<file path="src/rtl/div_pkg.sv">
//------------------------------------------------------------------------------
// div_pkg : shared types and constants for the sequential restoring divider
// Rev 1.0 : initial release
//------------------------------------------------------------------------------
`default_nettype none

package div_pkg;

    typedef enum logic [0:0] {
        IDLE = 1'b0,
        RUN  = 1'b1
    } state_t;

    localparam int unsigned c_N_DEFAULT = 16;
    localparam int unsigned c_CNT_W     = $clog2(2 * c_N_DEFAULT);

    // Divide-by-zero quotient is all ones; this is the bit replicated across it.
    localparam logic c_DZ_QUOT_BIT = 1'b1;

    function automatic int unsigned cnt_width(input int unsigned n);
        return $clog2(2 * n);
    endfunction

endpackage

`default_nettype wire

</file>
<file path="src/rtl/div_step.sv">
//------------------------------------------------------------------------------
// div_step : one combinational restoring-division iteration (shift, trial sub)
// Rev 1.0 : initial release
//------------------------------------------------------------------------------
`default_nettype none

module div_step
    import div_pkg::*;
#(
    parameter int N = c_N_DEFAULT
) (
    input  logic [N:0]   rem_in,
    input  logic         bit_in,
    input  logic [N-1:0] divisor,
    output logic [N:0]   rem_out,
    output logic         q_bit
);

    logic [N:0]   w_shift;
    logic [N+1:0] w_sub;

    // rem_in is always below the divisor, so its top bit is zero and may be dropped.
    assign w_shift = {rem_in[N-1:0], bit_in};
    assign w_sub   = {1'b0, w_shift} - {2'b00, divisor};
    assign q_bit   = ~w_sub[N+1];
    assign rem_out = q_bit ? w_sub[N:0] : w_shift;

endmodule

`default_nettype wire

</file>
<file path="src/rtl/div_seq.sv">
//------------------------------------------------------------------------------
// div_seq : sequential radix-2 restoring divider, 2N-bit / N-bit, 2N+1 latency
// Optional macro DIV_ZERO_FLAG_EN adds the dz port and divide-by-zero shortcut.
// Rev 1.0 : initial release
//------------------------------------------------------------------------------
`default_nettype none

module div_seq
    import div_pkg::*;
#(
    parameter int N = c_N_DEFAULT
) (
    input  logic           clk,
    input  logic           rst_n,
    input  logic           start,
    input  logic [2*N-1:0] dividend,
    input  logic [N-1:0]   divisor,
    output logic           busy,
    output logic           done,
    output logic [2*N-1:0] quotient,
    output logic [N-1:0]   remainder
`ifdef DIV_ZERO_FLAG_EN
    ,
    output logic           dz
`endif
);

    localparam int c_CNTW = cnt_width(N);

    state_t              r_state;
    state_t              w_next_state;
    logic                w_accept;
    logic                w_finish;

    logic [c_CNTW-1:0]   r_cnt;
    logic [N:0]          r_rem;
    logic [2*N-1:0]      r_shift;
    logic [N-1:0]        r_div;
    logic [2*N-1:0]      r_quotient;
    logic [N-1:0]        r_remainder;
    logic                r_done;

    logic [N:0]          w_rem_next;
    logic                w_qbit;
    logic [2*N-1:0]      w_shift_next;

    div_step #(.N(N)) u_step (
        .rem_in  (r_rem),
        .bit_in  (r_shift[2*N-1]),
        .divisor (r_div),
        .rem_out (w_rem_next),
        .q_bit   (w_qbit)
    );

    // Dividend bits leave at the top while quotient bits enter at the bottom.
    assign w_shift_next = {r_shift[2*N-2:0], w_qbit};

    always_ff @(posedge clk or negedge rst_n) begin
        if (!rst_n) begin
            r_state <= IDLE;
        end else begin
            r_state <= w_next_state;
        end
    end

    always_comb begin
        w_next_state = r_state;
        w_accept     = 1'b0;
        w_finish     = 1'b0;
        case (r_state)
            IDLE: begin
                if (start) begin
                    w_accept     = 1'b1;
                    w_next_state = RUN;
                end
            end
            RUN: begin
                if (r_cnt == '0) begin
                    w_finish     = 1'b1;
                    w_next_state = IDLE;
                end
            end
            default: w_next_state = IDLE;
        endcase
    end

`ifdef DIV_ZERO_FLAG_EN
    logic r_dz;
    logic r_dz_pend;
`endif

    always_ff @(posedge clk or negedge rst_n) begin
        if (!rst_n) begin
            r_cnt       <= '0;
            r_rem       <= '0;
            r_shift     <= '0;
            r_div       <= '0;
            r_quotient  <= '0;
            r_remainder <= '0;
            r_done      <= 1'b0;
`ifdef DIV_ZERO_FLAG_EN
            r_dz        <= 1'b0;
            r_dz_pend   <= 1'b0;
`endif
        end else begin
            r_done <= 1'b0;
            if (w_accept) begin
                r_shift <= dividend;
                r_div   <= divisor;
                r_rem   <= '0;
                r_cnt   <= c_CNTW'(2*N-1);
`ifdef DIV_ZERO_FLAG_EN
                r_dz      <= 1'b0;
                r_dz_pend <= (divisor == '0);
                // A zero divisor completes on the very next edge.
                if (divisor == '0) begin
                    r_cnt <= '0;
                end
`endif
            end else if (r_state == RUN) begin
                r_shift <= w_shift_next;
                r_rem   <= w_rem_next;
                r_cnt   <= r_cnt - c_CNTW'(1);
                if (w_finish) begin
                    r_done      <= 1'b1;
                    r_quotient  <= w_shift_next;
                    r_remainder <= w_rem_next[N-1:0];
`ifdef DIV_ZERO_FLAG_EN
                    if (r_dz_pend) begin
                        r_quotient  <= {(2*N){c_DZ_QUOT_BIT}};
                        r_remainder <= r_shift[N-1:0];
                        r_dz        <= 1'b1;
                        r_dz_pend   <= 1'b0;
                    end
`endif
                end
            end
        end
    end

    assign busy      = (r_state == RUN);
    assign done      = r_done;
    assign quotient  = r_quotient;
    assign remainder = r_remainder;
`ifdef DIV_ZERO_FLAG_EN
    assign dz        = r_dz;
`endif

endmodule

`default_nettype wire
</file>
<file path="config.mk">
export PLATFORM = sky130hd
export DESIGN_NAME = div_seq
export DESIGN_NICKNAME = d
export VERILOG_FILES = /design/src/rtl/div_pkg.sv /design/src/rtl/div_step.sv /design/src/rtl/div_seq.sv
export SDC_FILE = /design/constraint.sdc
export NUM_CORES = 1
export LEC_CHECK = 0
export ABC_CLOCK_PERIOD_IN_PS = 3100
export CORE_MARGIN = 2
export CORE_UTILIZATION = 37
export CTS_CLUSTER_DIAMETER = 60
export DETAILED_ROUTE_END_ITERATION = 6
export GPL_ROUTABILITY_DRIVEN = 0
export PLACE_DENSITY = 0.66
export SETUP_SLACK_MARGIN = 0.15
export SLEW_MARGIN = 20
export SYNTH_ARGS = -nofsm -noshare
export SYNTH_HDL_FRONTEND = slang
export SYNTH_SLANG_ARGS = --single-unit
</file>
<file path="constraint.sdc">
create_clock -name clk -period 3.1 [get_ports clk]
set_input_delay 0.62 -clock clk [delete_from_list [all_inputs] [get_ports clk]]
set_output_delay 0.62 -clock clk [all_outputs]
set_load 0.005 [all_outputs]
</file>
==> impl_results.md <==
- Reg2Reg Launch Point: r_shift[31]$_DFFE_PN0P_
- Setup_tns: 0 ns
- Critical path launch point: r_shift[31]$_DFFE_PN0P_
- Final ANT Viol Nets: 0
- DP Area: 6890 µm²
- Placeable Area: 15100 µm²
- MaxCap Viol Count: 0
- Dpl ws: 0.456 ns
- Post-synthesis sequential area ratio: 52.5%
- # DRC: 0
- Measured slew at the worst slew-check pin: 0.820 ns
- Buf/Inv on CP: 2
- CTS max path bufs: 2
- Fin crit share: 86.3%
- Met3 routed WL: 1.04 mm
- Final Max Slew Viols: 0
- Vias in the first global route: 4341
- Number of buffers created by CTS: 17
- Full die area: 16300 µm²
- Total area of sequential cells: 2980 µm²
- Worst Skew: 0.00895 ns
- Status: finished clean
- Die width: 128 µm
- Dpl hpwl: 9.18 mm
- IO Pins: 101
- Top Metal Used: met4
- Post-Route WL: 13.2 mm
- Critical path fanouts, max: 3
- Final instance area: 7460 µm²
- Syn nets: 590
- Clk pin slew, worst setup/hold paths: 0.05 ns
- Vias/cell: 5.06
- Final worst slack: 0.423 ns
- Fill count: 1391
- Max VDD drop: 498 µV
- Final setup vio count: 0
- Worst rel slew slack: 45.3%
- Pwr dens: 1220 nW/µm²
- Row cnt: 45
- Mean Syn Cell Area: 10.9 µm²
- Initial Util: 37.6%
- Post-CTS setup buffers: 0
- H-tree level count: 4
- Clock sinks: 119
- CTS tree: done
- CP delay by family, top: compound AO/OA/AOI/OAI gates
- Synth Instances: 520
- First-pass DRT Iterations: 4
- Req. time, crit path: 3.39 ns
- Post-synth cell types: 43
- P_leak: 3.40 nW
- Drt wl/cell: 16.1 µm
- Critical path type: register to register
- Crit-path cells: inv_1 -> ha_1 -> inv_1 -> fa_1 -> a21o_1 -> a221oi_2 -> o21bai_1 -> a21oi_2 -> xnor2_1 -> mux2_4 -> mux2_4
- Global route overflow: 0
- CTS root buf: clkbuf_16
- Crit start category: register
- CP endpoint kind: register
- All-Layer GR Usage: 17.1%
- First-pass GRT wire length: 21.7 mm
- Crit path DAT: 2.97 ns
- CTS resizes: 0
- Layout Nets: 691
- Yosys warns: 0
- Cts hold-fix bufs: 0
- Antenna violations before repair: 0
- Post-synth ARST share: 100%
- Area of the mapped netlist: 5680 µm²
- Initial DRC Count: 166
- Area of the multi-input gates: 2490 µm²
- Largest stage delay on the critical path: 0.41 ns
- Tmin final: 2.68 ns
- Final core utilization: 49.4%
- FMAX: 0.374 GHz
- Die H: 128 µm
- Tot Pwr: 9.09 mW
- Routed vias: 4156
- RSZ-0062 raised after global routing: false
- Largest net degree at the start of global routing: 69
- Worst hold-check path type: input pin to asynchronous set/reset pin
- Met2 wire length: 6.19 mm
- M1 WL: 5.82 mm
- Share of post-route cells with drive strength above 1: 12.1%
- EDFF count, synth: 0
- CP max stage cell: fa_1
- #FFs+latches synth: 119
- Top_reg_cell synth: dfrtp_1
- Area added between synthesis and finish: 31.4%
- Port bufs: 100
- # diodes: 0
- Hold Violations, Final: 0
- Clk Latency, worst-skew pair: 0.42 ns
-- flip-flops by register name, indices dropped and copies added, names as in the netlist --
register / cells
quotient: 32
r_cnt: 5
r_div: 16
r_shift: 32
done: 1
r_rem: 16
remainder: 16
busy: 1
-- final timing paths --
| kind | to | slack (ns) | cells after the start |
|---|---|---|---|
| min in group clk | quotient[16]$_DFFE_PN0P_ | 0.49 | 1 |
| max | remainder[8]$_DFFE_PN0P_ | 0.42 | 11 |
| max reg2reg | remainder[8]$_DFFE_PN0P_ | 0.42 | 11 |
| min | remainder[5]$_DFFE_PN0P_ | 0.28 | 1 |
| min reg2reg | quotient[16]$_DFFE_PN0P_ | 0.49 | 1 |
| max in group asynchronous | quotient[0]$_DFFE_PN0P_ | 2.09 | 2 |
-- Yosys cell counts, types with 3 or more instances --
| library cell | count | area, µm² |
|---|---|---|
| mux2_1 | 14 | 158 |
| inv_1 | 22 | 82.6 |
| a21o_1 | 10 | 75.1 |
| nand3b_1 | 10 | 75.1 |
| buf_2 | 6 | 30.0 |
| mux2_4 | 4 | 60.1 |
| o21ai_1 | 15 | 75.1 |
| a21oi_1 | 31 | 155 |
| clkbuf_1 | 18 | 67.6 |
| dfrtp_1 | 119 | 2980 |
| xor2_1 | 5 | 43.8 |
| nand2_1 | 56 | 210 |
| nand2b_1 | 3 | 18.8 |
| nor3b_1 | 4 | 30.0 |
| o21ai_0 | 50 | 250 |
| ha_1 | 18 | 225 |
| mux2_2 | 21 | 236 |
| mux2i_1 | 43 | 430 |
| nor2_1 | 25 | 93.8 |
| xnor2_1 | 12 | 105 |
-- area by class of cell --
class                      count  area share, %
sequential                   119           40.0
clock buffer                  22           6.36
timing repair buffer         110           14.7
clock inverter                10           1.29
tap                          188           3.15
multi-input combinational    351           33.5
inverter                      22           1.11
-- layer usage --
layer / global-route usage (%) / up-vias
met5: 0 / -
met4: 5.69 / 0
met3: 7.43 / 13
met2: 26.6 / 108
met1: 21.3 / 2025
li1: - / 2010
-- where the power goes --
part	internal (mW)	total, mW	switching [mW]
sequential	2.35	2.86	0.509
clock	1.17	1.88	0.710
combinational	2.20	4.36	2.16
-- placed cells by master (no fill, tap or decap), drive strengths merged, types with 2 or more instances in the layout --
cell type        n
clkbuf          22
mux2i           43
xor2             5
nor3b            4
a211o            2
clkinv           4
a21o            10
clkdlybuf4s50   98
o21ai           67
o21bai           2
a21oi           33
buf             12
nand3b          10
mux2            39
clkinvlp         4
nand2           56
a22oi            2
nor2b            2
nand2b           3
ha              18
a31oi            2
inv             23
nand3            2
and3             2
nor2            25
xnor2           12
dfrtp          119
-- cells by family (layout without fill, tap and decap cells) --
kind of cell | count (synthesis) | in the layout | synth area share [%]
adder cells (fa/ha/maj) | 19 | 19 | 4.32
XOR/XNOR | 17 | 17 | 2.62
AND/OR/NAND/NOR | 109 | 109 | 8.82
flip-flops | 119 | 119 | 52.5
AO/OA/AOI/OAI | 124 | 124 | 12.5
buffers and inverters | 50 | 164 | 3.70
multiplexers | 82 | 82 | 15.6
-- worst reg2reg max path: cells and delay by family, from the launching register on --
kind | cells | cell delay (ns)
adder cells (fa/ha/maj) | 2 | 0.56
multiplexers | 2 | 0.52
XOR/XNOR | 1 | 0.07
buffers and inverters | 2 | 0.13
AO/OA/AOI/OAI | 4 | 0.90
flip-flops | 1 | 0.37
-- metrics by stage --
step	hold slack [ns]	instances
finish	0.281	822
global route	0.335	822
CTS	0.304	822
detailed placement	0.478	790
global placement	0.467	790
floorplan	0.324	520
No activity file was read; power rests on OpenSTA's default activity.
